$ cat src/rtl/instr_fetch_unit.sv
// Fetch stage: owns the fetch PC, issues single-outstanding word requests to imem,
// buffers returned words with their PC and hands {pc, instr} to decode; redirects flush.
module instr_fetch_unit #(
    parameter int unsigned     XLEN       = 32,
    parameter logic [XLEN-1:0] RESET_PC   = '0,
    parameter int unsigned     FIFO_DEPTH = 2
) (
    input  logic            clk,
    input  logic            rst,
    input  logic            redirect_valid,
    input  logic [XLEN-1:0] redirect_pc,
    output logic            imem_req_valid,
    input  logic            imem_req_ready,
    output logic [XLEN-1:0] imem_req_addr,
    input  logic            imem_rsp_valid,
    input  logic [31:0]     imem_rsp_data,
    output logic            out_valid,
    input  logic            out_ready,
    output logic [XLEN-1:0] out_pc,
    output logic [31:0]     out_instr,
    output logic [XLEN-1:0] fetch_pc
);

    localparam int unsigned PTR_W = (FIFO_DEPTH > 1) ? $clog2(FIFO_DEPTH) : 1;
    localparam int unsigned CNT_W = PTR_W + 1;

    typedef enum logic [1:0] {S_IDLE, S_REQ, S_WAIT, S_DRAIN} state_e;

    state_e            state_q, state_d;
    logic [XLEN-1:0]   fetch_pc_q, fetch_pc_d;
    logic [XLEN-1:0]   req_pc_q, req_pc_d;
    logic [XLEN-1:0]   pc_mem_q    [FIFO_DEPTH];
    logic [XLEN-1:0]   pc_mem_d    [FIFO_DEPTH];
    logic [31:0]       instr_mem_q [FIFO_DEPTH];
    logic [31:0]       instr_mem_d [FIFO_DEPTH];
    logic [PTR_W-1:0]  wr_ptr_q, wr_ptr_d;
    logic [PTR_W-1:0]  rd_ptr_q, rd_ptr_d;
    logic [CNT_W-1:0]  count_q, count_d;
    logic              req_hs;
    logic              push;
    logic              pop;
    logic              flush;

    // State and control registers
    always_ff @(posedge clk) begin
        if (!rst) begin
            state_q    <= S_IDLE;
            fetch_pc_q <= RESET_PC;
            req_pc_q   <= RESET_PC;
            wr_ptr_q   <= '0;
            rd_ptr_q   <= '0;
            count_q    <= '0;
        end else begin
            state_q    <= state_d;
            fetch_pc_q <= fetch_pc_d;
            req_pc_q   <= req_pc_d;
            wr_ptr_q   <= wr_ptr_d;
            rd_ptr_q   <= rd_ptr_d;
            count_q    <= count_d;
        end
    end

    // Buffer storage needs no reset: entries are only read when count_q says so
    always_ff @(posedge clk) begin
        pc_mem_q    <= pc_mem_d;
        instr_mem_q <= instr_mem_d;
    end

    // Next-state and fetch-address logic; redirect overrides the normal transition
    always_comb begin
        state_d    = state_q;
        fetch_pc_d = fetch_pc_q;
        req_pc_d   = req_pc_q;
        push       = 1'b0;
        flush      = 1'b0;
        req_hs     = imem_req_valid && imem_req_ready;
        pop        = out_valid && out_ready;
        case (state_q)
            S_IDLE: state_d = S_REQ;
            S_REQ: begin
                if (req_hs) begin
                    req_pc_d   = fetch_pc_q;
                    fetch_pc_d = fetch_pc_q + XLEN'(4);
                    state_d    = S_WAIT;
                end
            end
            S_WAIT: begin
                if (imem_rsp_valid) begin
                    push    = 1'b1;
                    state_d = S_REQ;
                end
            end
            S_DRAIN: begin
                if (imem_rsp_valid) state_d = S_REQ;
            end
            default: state_d = S_IDLE;
        endcase
        if (redirect_valid) begin
            flush      = 1'b1;
            push       = 1'b0;
            fetch_pc_d = redirect_pc & ~XLEN'(3);
            case (state_q)
                S_REQ:           state_d = req_hs ? S_DRAIN : S_REQ;
                S_WAIT, S_DRAIN: state_d = imem_rsp_valid ? S_REQ : S_DRAIN;
                default:         state_d = S_REQ;
            endcase
        end
    end

    // Instruction buffer bookkeeping; simultaneous push and pop both apply
    always_comb begin
        pc_mem_d    = pc_mem_q;
        instr_mem_d = instr_mem_q;
        wr_ptr_d    = wr_ptr_q;
        rd_ptr_d    = rd_ptr_q;
        count_d     = count_q;
        if (flush) begin
            wr_ptr_d = '0;
            rd_ptr_d = '0;
            count_d  = '0;
        end else begin
            if (push) begin
                pc_mem_d[wr_ptr_q]    = req_pc_q;
                instr_mem_d[wr_ptr_q] = imem_rsp_data;
                wr_ptr_d              = wr_ptr_q + PTR_W'(1);
            end
            if (pop) rd_ptr_d = rd_ptr_q + PTR_W'(1);
            count_d = count_q + CNT_W'(push) - CNT_W'(pop);
        end
    end

    // Outputs; only one request is ever outstanding, so the credit check is the buffer count
    always_comb begin
        imem_req_valid = 1'b0;
        if (state_q == S_REQ) imem_req_valid = (count_q < CNT_W'(FIFO_DEPTH));
        imem_req_addr  = fetch_pc_q;
        fetch_pc       = fetch_pc_q;
        out_valid      = (count_q != '0);
        out_pc         = pc_mem_q[rd_ptr_q];
        out_instr      = instr_mem_q[rd_ptr_q];
    end

endmodule

$ cat config.mk
export PLATFORM = sky130hd
export DESIGN_NAME = instr_fetch_unit
export DESIGN_NICKNAME = d
export VERILOG_FILES = /design/src/rtl/instr_fetch_unit.sv
export SDC_FILE = /design/constraint.sdc
export NUM_CORES = 1
export LEC_CHECK = 0
export BUFFER_PORTS_ARGS = -buffer_cell sky130_fd_sc_hd__buf_2
export CAP_MARGIN = 0
export CORE_MARGIN = 4
export CORE_UTILIZATION = 53
export DETAILED_ROUTE_END_ITERATION = 16
export PLACE_DENSITY = 0.83
export SKIP_LAST_GASP = 1
export SLEW_MARGIN = 10
export SYNTH_ARGS = -nofsm -noshare
export SYNTH_HDL_FRONTEND = slang
export SYNTH_SLANG_ARGS = --single-unit
$ cat constraint.sdc
create_clock -name clk -period 6.8 [get_ports clk]
set_input_delay 1.36 -clock clk [delete_from_list [all_inputs] [get_ports clk]]
set_output_delay 1.36 -clock clk [all_outputs]
set_load 0.005 [all_outputs]
==> results, run 1 <==
- The routed length per placed instance is 17.6 um.
- The highest net fanout along the worst path is 44.
- In this run the post-CTS setup repair buffer count came out at 0.
- By count the netlist is led by 124 x edfxtp_1, 79 x nand2_1, 66 x dfxtp_1.
- Entering global routing, the biggest net connects 67 pins.
- The floorplan step defined a core boundary enclosing ~15000 sq um.
- The clock reaches the later pin of the worst-skew pair after 430 ps.
- The dominant register cell in the synthesized netlist is edfxtp_1.
- The maximum single-stage delay on the critical path is ~600 ps.
- The remaining antenna violation count after routing is 0.
- The number of global-route vias before repair was roughly 5200.
- The count of synthesis-stage warnings from yosys is 0.
- The deepest clock path buffer count is 2.
- Broken down by cell family, the worst path's largest delay share belongs to simple AND/OR/NAND/NOR gates.
- The relative slew slack is 0.254.
- Summed over all instances, the cell type with the most area after synthesis is edfxtp_1.
- The total buffers and inverters traversed by the critical path is 3.
- From synthesis to final layout, the design area changed by 17.8%.
- The gate count after technology mapping is just over 600.
- The flow ran to the end, and the final reports show no timing, DRC or antenna violations.
- TritonCTS built the clock tree.
- The instance count on the critical path is 5.
- The number of levels the H-tree was split into is 4.
- For this run, the register share of the synthesized area comes to 0.640.
- For the final database, setup skew stands at about 12 ps.
- Global routing finished with a remaining overflow of 0.
- The highest clock rate is 0.283 GHz.
- IR analysis of the VDD net gives a maximum drop of between 150 and 200 uV.
- The cell count of the worst hold path is 0.
- Yosys mapped the design onto 45 distinct sky130hd cell types.
- After clock tree synthesis, the clock-pin slew on the worst setup and hold paths is 60 ps.
- For this run, the total global-route usage over all layers was measured as 0.201.
- By instance count, the leading cell after synthesis is edfxtp_1.
- Post-CTS repair changed the size of 0 cells.
- The met2 layer wire length in the routed design is 8170 um.
- Summing internal, switching and leakage power gives around 2.3 mW.
- The kind of capture point of the worst setup path is a register.
- The via count of the routed design is 5340.
- The cell area after synthesis is 7890 sq um.
- The category of the critical setup timing path is in -> reg.
- The first detailed-routing pass ran for 5 iterations.
- The count of max-cap constraint violations is 0.
- The first global-routing pass estimated 26500 um of wire.
- The total wire length is 16900 um.
- During I/O placement, the number of pins put on the boundary was 200.
- The count of pins over their slew limit is 0.
- The die height is 130 um.
- The synthesized flop and latch total is 190.
- The effective utilization at floorplan is 0.543.
- The power density normalized to cell area is approximately 250 nW/um^2.
- The met3 wirelength from detailed routing is 1320 um.
- The die covers 16900 sq um.
- The mean instance size in the synthesized netlist is 12.7 sq um.
- The signal on the critical path passes through buf_2 -> nor4bb_1 -> inv_1 -> nor2_4 -> buf_4.
- The count of endpoints failing setup in the final report is 0.
- The number of CTS-inserted buffers is 17.
- For the worst setup path, the data required time is 6850 ps.
- The summed negative setup slack over all endpoints is 0 ps.
- The placed instance area is 8750 sq um.
- Of the post-synthesis cell area, the dominant cell type holds 0.472.
- Signal routing reaches up to met4.
- The wire length on met1 is between 7000 and 8000 um.
- By area the synthesized netlist is led by edfxtp_1 47%, dfxtp_1 17%, mux2_2 8.9%.
- The clock sink count is 190.
- After synthesis, the share of flip-flops with an asynchronous set or reset is 0.
- The post-cts hold buffer count is 0.
- The cell sitting at the root of the clock tree is a clkbuf_16.
- The violation count after the first detailed-route iteration is 362.
- The cell row count is 44.
- The number of cells traversed by the worst register-to-register path is 4.
- The final non-filler cell area is between 9000 and 10000 sq um.
- The initial antenna violation count is 0.
- The clock period minus final worst setup slack is 3530 ps.
- The number of enable flip-flop cells after synthesis is between 100 and 150.
- In this run the worst hold path is classified as reg -> reg.
- The post-layout net count is 840.
- The final worst hold slack is around 450 ps.
- The type of element launching the critical path is an input port.
- In the routed layout, each cell is associated on average with a via count of 5.54.
- The placed wire-length estimate is 11400 um.
- The number of hold violations in the final report was 0.
- In the finished design, the share of the clock period the worst path needs comes to 0.519.
- In the routed design, unresolved DRC markers number 0.
- The filler cell count is 1133.
- The count of buffers inserted at the top-level ports is 191.
- The slowest stage of the critical path is the buf_4 cell.
- The worst endpoint data arrival time is 3580 ps.
- The total leakage power is roughly 3.6 nW.
- The final weighted congestion in routability-driven placement is between 0.8 and 0.9.
- Of the cells placed in the final design, the portion with a size suffix greater than 1 is 0.372.
- Measured along the x axis, the die boundary spans 130 um.
- Setup repair after global routing left no endpoint under its margin.
- At the pin with the least slew margin, the transition time is approximately 1100 ps.
- The number of diodes is 0.
==> metal layers <==
metal | vias to the layer above | track usage
met5 | - | 0
met4 | 0 | 0.0899
met3 | 31 | 0.0381
met2 | 243 | 0.327
met1 | 2535 | 0.265
li1 | 2531 | -
==> layout make-up <==
class	instances	area [sq um]	area share
inverters	4	15.0	0.00162
repair buffers	194	978	0.105
well taps	184	230	0.0248
clock buffers	26	509	0.0548
multi-input cells	360	2480	0.266
flip-flops and latches	190	5050	0.543
clock inverters	6	33.8	0.00364
==> where the power goes <==
| part | internal, mW | switching, mW | total (mW) | leakage [nW] |
|---|---|---|---|---|
| registers | 1.25 | 0.0346 | 1.28 | 1.75 |
| logic | 0.0570 | 0.0638 | 0.121 | 1.62 |
| clock network | 0.514 | 0.390 | 0.904 | 0.265 |
==> final timing paths <==
path | from | endpoint | slack, ps
setup reg to reg | count_q[1] | fetch_pc[16] | 3820
setup / recovery | redirect_valid | pc_mem_q[50] | 3270
hold reg to reg | req_pc_q[15] | pc_mem_q[47] | 450
hold / removal | req_pc_q[15] | pc_mem_q[47] | 450
==> worst reg2reg max path, cell delays in order (launching register included) <==
cell       delay [ps]
dfxtp_1           380
nand4bb_2         980
or4_1             950
or4_1             510
nand3_1            90
==> state kept, by name, summed over array words and instances, names as in the netlist <==
register / cells
rd_ptr_q: 1
fetch_pc: 30
state_q: 2
count_q: 2
wr_ptr_q: 1
pc_mem_q: 60
req_pc_q: 30
instr_mem_q: 64
==> layout by cell type, fill, tap and decap left out, drive strengths merged, types with 8 or more instances in the layout <==
| cell | netlist | routed |
|---|---|---|
| buf | 46 | 194 |
| edfxtp | 124 | 124 |
| nand2 | 79 | 79 |
| dfxtp | 66 | 66 |
| mux2 | 62 | 62 |
| a21boi | 31 | 31 |
| o21ai | 26 | 26 |
| clkbuf | 26 | 26 |
| nand3 | 17 | 17 |
| nor3 | 15 | 15 |
| nand4 | 12 | 12 |
| nor2 | 11 | 11 |
| and4 | 10 | 10 |
| xnor2 | 10 | 10 |
| a211oi | 8 | 8 |
==> kinds of logic after synthesis <==
group	share of synthesized area
buf+inv	0.0535
simple gates	0.122
other cells	0.000475
compound gates	0.0771
flops	0.640
fa+ha+maj	0.00476
xor+xnor	0.0144
mux	0.0885
==> stage by stage <==
stage	utilization	setup WS, ps	cells
after floorplan	-	1640	626
after global placement	0.602	2930	932
after detailed placement	0.602	2810	932
after CTS	0.639	3280	964
after global routing	0.639	3070	964
final	0.639	3270	964
(Power assumes the default switching activity.)
==> inputs of run 2 (changes only) <==
clock period = 3.65 ns   (was 6.8 ns; I/O delays follow)
==> results, run 2 (same netlist as run 1, synthesis figures left out) <==
- The largest net degree at the start of global routing is 63 (-6.0%).
- The count of buffers inserted at the top-level ports came to 191 (unchanged).
- STA classifies the critical path startpoint as a register.
- The flip-flop count of the largest register after layout came to 64 (unchanged).
- The global-route wire length before repair is 26900 um (+1.6%).
- The transition time of the tightest slew-check pin is 1130 ps (+14.3 ps).
- The clock-pin transition on the worst setup and hold timing paths is 70 ps (about the same).
- The via count of the routed design was 5477 (+2.6%).
- The post-cts hold buffer count is 0 (unchanged).
- The data required time at the worst endpoint is 2920 ps (-3930 ps).
- The instance count on the critical path is 3 (-2).
- The total power consumption of the routed design is 4.50 mW (+95%).
- The overall routing resource usage is 0.206 (+0.00521).
- The highest net fanout along the worst path is 41 (-6.8%).
- The run finished with clean final reports.
- The core occupancy in the finished layout was 0.649 (+0.00990).
- The count of max-cap constraint violations was 0 (unchanged).
- The met3 wirelength from detailed routing is 1340 um (+2.1%).
- The category of cells accounting for the largest share of critical-path delay is flip-flops.
- The largest individual stage delay along the critical path comes from the cell dfxtp_2.
- The placed wire-length estimate came to 11600 um (+1.9%).
- Relative to the synthesized area, the layout overhead comes to 19.6%.
- The share of the cycle needed by the critical path after routing is 0.744.
- The number of CTS-inserted buffers is 17 (unchanged).
- The worst endpoint data arrival time was 1990 ps (-1590 ps).
- The violation count after the first detailed-route iteration came to 297 (-18%).
- The multi-input gate area in the final layout came to 2470 sq um (about the same).
- The filler cell count is 1099 (-3.0%).
- The maximum ir drop on the vdd rail is 349 uV (+78%).
- The sequential cell area in the final layout was 5050 sq um (about the same).
- The floorplan core area is 14500 sq um (unchanged).
- The cell count of the worst hold path is 0 (unchanged).
- The number of levels the H-tree was split into is 4 (unchanged).
- The number of cells traversed by the worst register-to-register path is 4 (unchanged).
- The detailed-routing iteration count for the pre-antenna-repair pass came to 5 (unchanged).
- The leading cell type in the layout, fill and taps excluded is buf_2.
- The post-layout net count is 847 (+0.83%).
- The die footprint is 16900 sq um (unchanged).
- Timing would allow up to 0.368 GHz.
- The largest registers in the layout are instr_mem_q x64, pc_mem_q x60.
- The root buffer cell chosen for the clock tree is clkbuf_16.
- The worst register-to-register path ends at fetch_pc[16].
- The summed negative setup slack over all endpoints was 0 ps (unchanged).
- The top layer reached by signal wires is met5.
- The number of resized instances in the post-cts repair step is 0 (unchanged).
- The count of endpoints failing setup in the final report was 0 (unchanged).
- The clock network latency to the later pin of the worst-skew pair is 430 ps (about the same).
- The final weighted congestion in routability-driven placement is 0.852 (-0.19%).
- The number of remaining DRC errors was 0 (unchanged).
- The relative slew slack is 0.244 (-0.00957).
- The maximum single-stage delay on the critical path came to 710 ps (+110 ps).
- The initial antenna violation count is 2 (+2).
- The power density normalized to cell area is 477 nW/um^2 (+92%).
- The clock sink count came to 190 (unchanged).
- Leaving out fill and tap cells, the most frequent cells in the layout are 191 x buf_2, 124 x edfxtp_1, 79 x nand2_1, 65 x dfxtp_1, 62 x mux2_2.
- The met2 layer wire length in the routed design was 8610 um (+5.4%).
- The critical path goes through buf_12 -> mux2_2 -> buf_2.
- The die height came to 130 um (unchanged).
- The effective utilization at floorplan was 0.543 (unchanged).
- The number of hold violations in the final report came to 0 (unchanged).
- The count of pins on the block boundary was 200 (unchanged).
- The post-CTS setup buffer count was 0 (unchanged).
- The wire length on met1 was 6880 um (-3.2%).
- The total wire length is 17200 um (+1.7%).
- The die outline width is 130 um (unchanged).
- The critical hold path startpoint is req_pc_q[5].
- The average vias per placed instance is 5.63 (+1.7%).
- The total buffers and inverters traversed by the critical path is 2 (-1).
- The endpoint of the worst hold-timing path is pc_mem_q[5].
- The clock period minus final worst setup slack is 2720 ps.
- STA classifies the critical path endpoint as a primary output.
- The category of the critical setup timing path is reg -> out.
- Setup repair after global routing left no endpoint under its margin.
- In this run the critical register-to-register path is launched from count_q[1].
- The ratio of cells with drive above 1 in the final layout was 0.385 (+0.0132).
- The number of global-route vias before repair is 5394 (+3.3%).
- The total global routing overflow was 0 (unchanged).
- The remaining antenna violation count after routing is 0 (unchanged).
- The path class of the tightest hold or removal check is reg -> reg.
- The total leakage power was 3.71 nW (+1.9%).
- The cell row count is 44 (unchanged).
- The deepest clock path buffer count is 2 (unchanged).
- The clock tree from TritonCTS is done.
- The routed length per placed instance is 17.7 um (+0.85%).
- The flop-to-flop setup slack is 1320 ps (-2500 ps).
- The largest register by flop count is instr_mem_q.
- The worst-case clock skew came to 14.1 ps (+2.40 ps).
- The count of pins over their slew limit is 0 (unchanged).
run 2: changes by cell type in the layout (fill, tap and decap cells not counted), moves of 2 or more:
cell,before,now
buf_4,3,8
buf_12,0,2
bufinv_16,0,3
clkbuf_1,4,0
inv_6,0,3
clkinv_1,2,0
clkbuf_8,5,0
clkinv_4,1,5
run 2: metal layers:
layer  vias to the layer above  GRT usage
met3                        37     0.0450
met2                       250      0.345
met1                      2634      0.258
met5                         -          0
li1                       2554          -
met4                         2     0.0960
run 2: power breakdown:
part           internal [mW]  leakage [nW]  switching (mW)
registers               2.32          1.75          0.0653
clock network           1.09         0.294           0.796
logic                  0.109          1.66           0.122
run 2: area by class of cell:
type                            instances  area share
Multi-Input combinational cell        360       0.262
Antenna cell                            1    0.000265
Timing Repair Buffer                  201       0.112
Inverter                                4     0.00159
Clock buffer                           17      0.0451
Sequential cell                       190       0.535
Clock inverter                         15      0.0196
Tap cell                              184      0.0244
run 2: worst max path at each step:
| stage | to | start | slack (ps) |
|---|---|---|---|
| 6_report | out_pc[4] | rd_ptr_q | 930 |
| 4_1_cts | out_pc[4] | rd_ptr_q | 860 |
| 3_5_place_dp | fetch_pc[16] | imem_req_ready | 1040 |
| 3_3_place_gp | fetch_pc[16] | imem_req_ready | 1080 |
| 2_1_floorplan | instr_mem_q[32] | redirect_valid | 150 |
| 5_1_grt | out_pc[16] | rd_ptr_q | 790 |
run 2: metrics by stage:
step	hold WS (ps)	cells	worst slack (ps)	cell area, sq um
after floorplan	425	626	149	7910
after global placement	430	939	1080	8820
after detailed placement	438	939	1040	8820
after CTS	455	971	863	9430
after global routing	465	972	792	9440
final	459	972	933	9440
run 2: worst register-to-register path, cell delays in order, from the launching register on:
cell and delay (ps):
dfxtp_1 370, nand4bb_2 530, or4_1 750, or4_1 520, nand3_1 100
==> inputs of run 3 (changes only) <==
ABC_AREA = 1   (was default)
CORE_UTILIZATION = 48   (was 53)
PLACE_DENSITY = 0.79   (was 0.83)
clock period = 2.38 ns   (was 3.65 ns; I/O delays follow)
==> results, run 3 <==
- The post-cts hold buffer count came to 0 (unchanged).
- The relative slew slack was 0.560 (+0.315).
- The count of synthesis-stage warnings from yosys is 0 (unchanged).
- The final worst hold slack was 242 ps (-217 ps).
- The cell area after synthesis was 8230 sq um (+4.4%).
- The total leakage power is 4.25 nW (+15%).
- The top cell types in the final layout, fill and taps aside, are 310 x nand2_1, 191 x buf_2, 124 x edfxtp_1, 65 x dfxtp_1, 62 x inv_1.
- The clock-pin transition on the worst setup and hold timing paths is 70 ps (about the same).
- The overall routing resource usage is 0.189 (-0.0179).
- The total wire length was 18300 um (+6.4%).
- The type of element launching the critical path is a register.
- The effective utilization at floorplan is 0.493 (-0.0498).
- The endpoint of the worst register-to-register path is count_q[1].
- The critical hold path startpoint is imem_rsp_data[30].
- The number of diodes is 0 (-1).
- The gate count after technology mapping is 876 (+41%).
- The count of buffers inserted at the top-level ports is 191 (unchanged).
- The count of max-cap constraint violations is 0 (unchanged).
- The instance count after placement with tap cells included came to 1235 (+32%).
- The number of global-route vias before repair is 5647 (+4.7%).
- The maximum ir drop on the vdd rail is 508 uV (+45%).
- The met3 track demand over resource came to 0.0355 (-0.00951).
- The mean instance size in the synthesized netlist is 9.40 sq um (-26%).
- The ratio of cells with drive above 1 in the final layout was 0.259 (-0.126).
- The share of the cycle needed by the critical path after routing is 0.898.
- The most common cell in the synthesized netlist is nand2_1.
- The count of endpoints failing setup in the final report is 0 (unchanged).
- By count the netlist is led by 310 x nand2_1, 124 x edfxtp_1, 66 x dfxtp_1.
- The most crowded layer after global routing is met2.
- The power density normalized to cell area was 700 nW/um^2 (+47%).
- The cell row count is 47 (+6.8%).
- The die footprint is 19300 sq um (+14%).
- The worst setup slack after placement came to 314 ps (-728 ps).
- Relative to the synthesized area, the layout overhead comes to 18.9%.
- The die outline width is 139 um (+6.9%).
- The placed wire-length estimate was 13100 um (+13%).
- The dominant register cell in the synthesized netlist is edfxtp_1.
- The area share of the leading cell type in the synthesized netlist is 0.452 (-0.0197).
- The post-layout net count is 1107 (+31%).
- The path with the worst hold slack has its endpoint at instr_mem_q[30].
- The class of the most critical hold timing path is in -> reg.
- The clock sink count is 190 (unchanged).
- The total global routing overflow is 0 (unchanged).
- The final weighted congestion in routability-driven placement is 0.896 (+5.2%).
- The number of remaining DRC errors is 0 (unchanged).
- The leading cell type in the layout, fill and taps excluded is nand2_1.
- The largest registers in the layout are instr_mem_q x64, pc_mem_q x60.
- The worst-case clock skew came to 9.31 ps (-4.76 ps).
- The initial antenna violation count is 0 (-2).
- The count of unique library cells instantiated by Yosys is 34 (-24%).
- The flip-flop count of the largest register after layout is 64 (unchanged).
- The synthesized flop and latch total came to 190 (unchanged).
- The remaining antenna violation count after routing is 0 (unchanged).
- The total power consumption of the routed design is 6.85 mW (+52%).
- The number of levels the H-tree was split into is 4 (unchanged).
- The final instance count without filler cells was 1267 (+30%).
- The average vias per placed instance is 4.89 (-13%).
- The number of hold violations in the final report is 0 (unchanged).
- The count of pins on the block boundary is 200 (unchanged).
- The highest net fanout along the worst path is 63 (+54%).
- The met1 routing resource usage after global routing is 0.263 (+0.00503).
- The violation count after the first detailed-route iteration is 349 (+18%).
- STA classifies the critical path endpoint as a primary output.
- The slack of the critical path is 243 ps (-690 ps).
- The deepest clock path buffer count is 2 (unchanged).
- The detailed-routing iteration count for the pre-antenna-repair pass is 4 (-1).
- Based on the critical path, the design can be clocked at up to 0.468 GHz.
- Summed over all instances, the cell type with the most area after synthesis is edfxtp_1.
- The number of enable flip-flop cells after synthesis is 124 (unchanged).
- The transition time of the tightest slew-check pin is 660 ps (-472 ps).
- The global-route wire length before repair is 29100 um (+8.1%).
- The routed length per placed instance is 14.5 um (-18%).
- In this run the clock root is driven by a clkbuf_16.
- The global-route track usage on met2 is 0.300 (-0.0446).
- The clock period minus final worst setup slack is between 2000 and 2500 ps.
- The die height was 139 um (+6.9%).
- The flop-to-flop setup slack came to 590 ps (-730 ps).
- The sequential fraction of the synthesis area is 0.613 (-0.0267).
- The floorplan core area was 16700 sq um (+15%).
- The via count of the routed design is 6201 (+13%).
- The largest net degree at the start of global routing was 64 (+1.6%).
- The worst endpoint data arrival time is 1660 ps (-330 ps).
- The largest register by flop count is instr_mem_q.
- The count of pins over their slew limit is 0 (unchanged).
- The number of resized instances in the post-cts repair step is 0 (unchanged).
- The category of the critical setup timing path is reg -> out.
- The number of cells traversed by the worst register-to-register path is 6 (+2).
- The cell count of the worst hold path is 1 (+1).
- The clock network latency to the later pin of the worst-skew pair is 430 ps (about the same).
- The data required time at the worst endpoint is 1900 ps (-1020 ps).
- The run finished with clean final reports.
- The number of CTS-inserted buffers came to 17 (unchanged).
- After synthesis, the cell types taking the most area are edfxtp_1 45%, dfxtp_1 16%, nand2_1 14%.
- The async set or reset register ratio after synthesis is 0 (unchanged).
- The post-CTS setup buffer count is 0 (unchanged).
- The worst register-to-register path begins at state_q[1].
- Setup repair after global routing left no endpoint under its margin.
- The clock tree from TritonCTS is done.
[run 3: cell count changes after synthesis, moves of 9 or more]
cell,delta
nor2_1,+42
a21boi_0,-31
inv_1,+58
and4_1,-10
o21ai_0,+22
nor3_1,-12
nand3_1,+16
mux2_2,-62
buf_1,-9
nand2_1,+231
a21oi_1,+40
[run 3: worst max-delay path by stage]
| stage | from | end | slack [ps] | cells past startpoint |
|---|---|---|---|---|
| after global placement | redirect_valid | count_q[1] | 330 | 8 |
| after floorplan | redirect_valid | instr_mem_q[0] | -650 | 4 |
| after global routing | rd_ptr_q | out_pc[27] | 80 | 4 |
| after CTS | rd_ptr_q | out_pc[27] | 210 | 4 |
| after detailed placement | redirect_valid | count_q[1] | 310 | 8 |
| final | rd_ptr_q | out_instr[14] | 240 | 4 |
[run 3: kinds of logic (layout without fill, tap and decap cells)]
family                     Yosys count  in the layout  synth area share
buffers and inverters              134            300            0.0815
AOI/OAI and AO/OA                  103            103            0.0644
and+or+nand+nor                    432            432             0.221
adders and majority gates            3              3           0.00456
xor gates and xnor gates            13             13            0.0147
DFF                                190            190             0.613
other                                1              6          0.000456
[run 3: metrics by stage]
step	util	instance area, sq um	setup TNS [ps]
2_1_floorplan	-	8260	-80080
3_3_place_gp	0.552	9210	0
3_5_place_dp	0.552	9210	0
4_1_cts	0.586	9790	0
5_1_grt	0.586	9790	0
6_report	0.586	9790	0
[run 3: area by class of cell]
type	instances	area (sq um)
clock buffer	19	454
timing repair buffer	203	1100
inverter	65	244
multi-input combinational	557	2550
clock inverter	13	125
sequential	190	5050
fill	1410	6910
tap	220	275
[run 3: report_power, final]
| part | internal [mW] | switching (mW) |
|---|---|---|
| registers | 3.60 | 0.0918 |
| logic | 0.175 | 0.245 |
| clock network | 1.53 | 1.22 |
[run 3: worst max-delay path, stage by stage, from the launching register on]
cell and delay (ps):
dfxtp_2 330, buf_4 530, nand2_1 120, nand2_1 110
buf_2 120
[run 3: routing by layer]
metal | vias up | part of all wire
li1 | 3127 | -
met1 | 2816 | 0.44
met2 | 237 | 0.47
met3 | 21 | 0.074
met4 | 0 | 0.016
met5 | - | 0
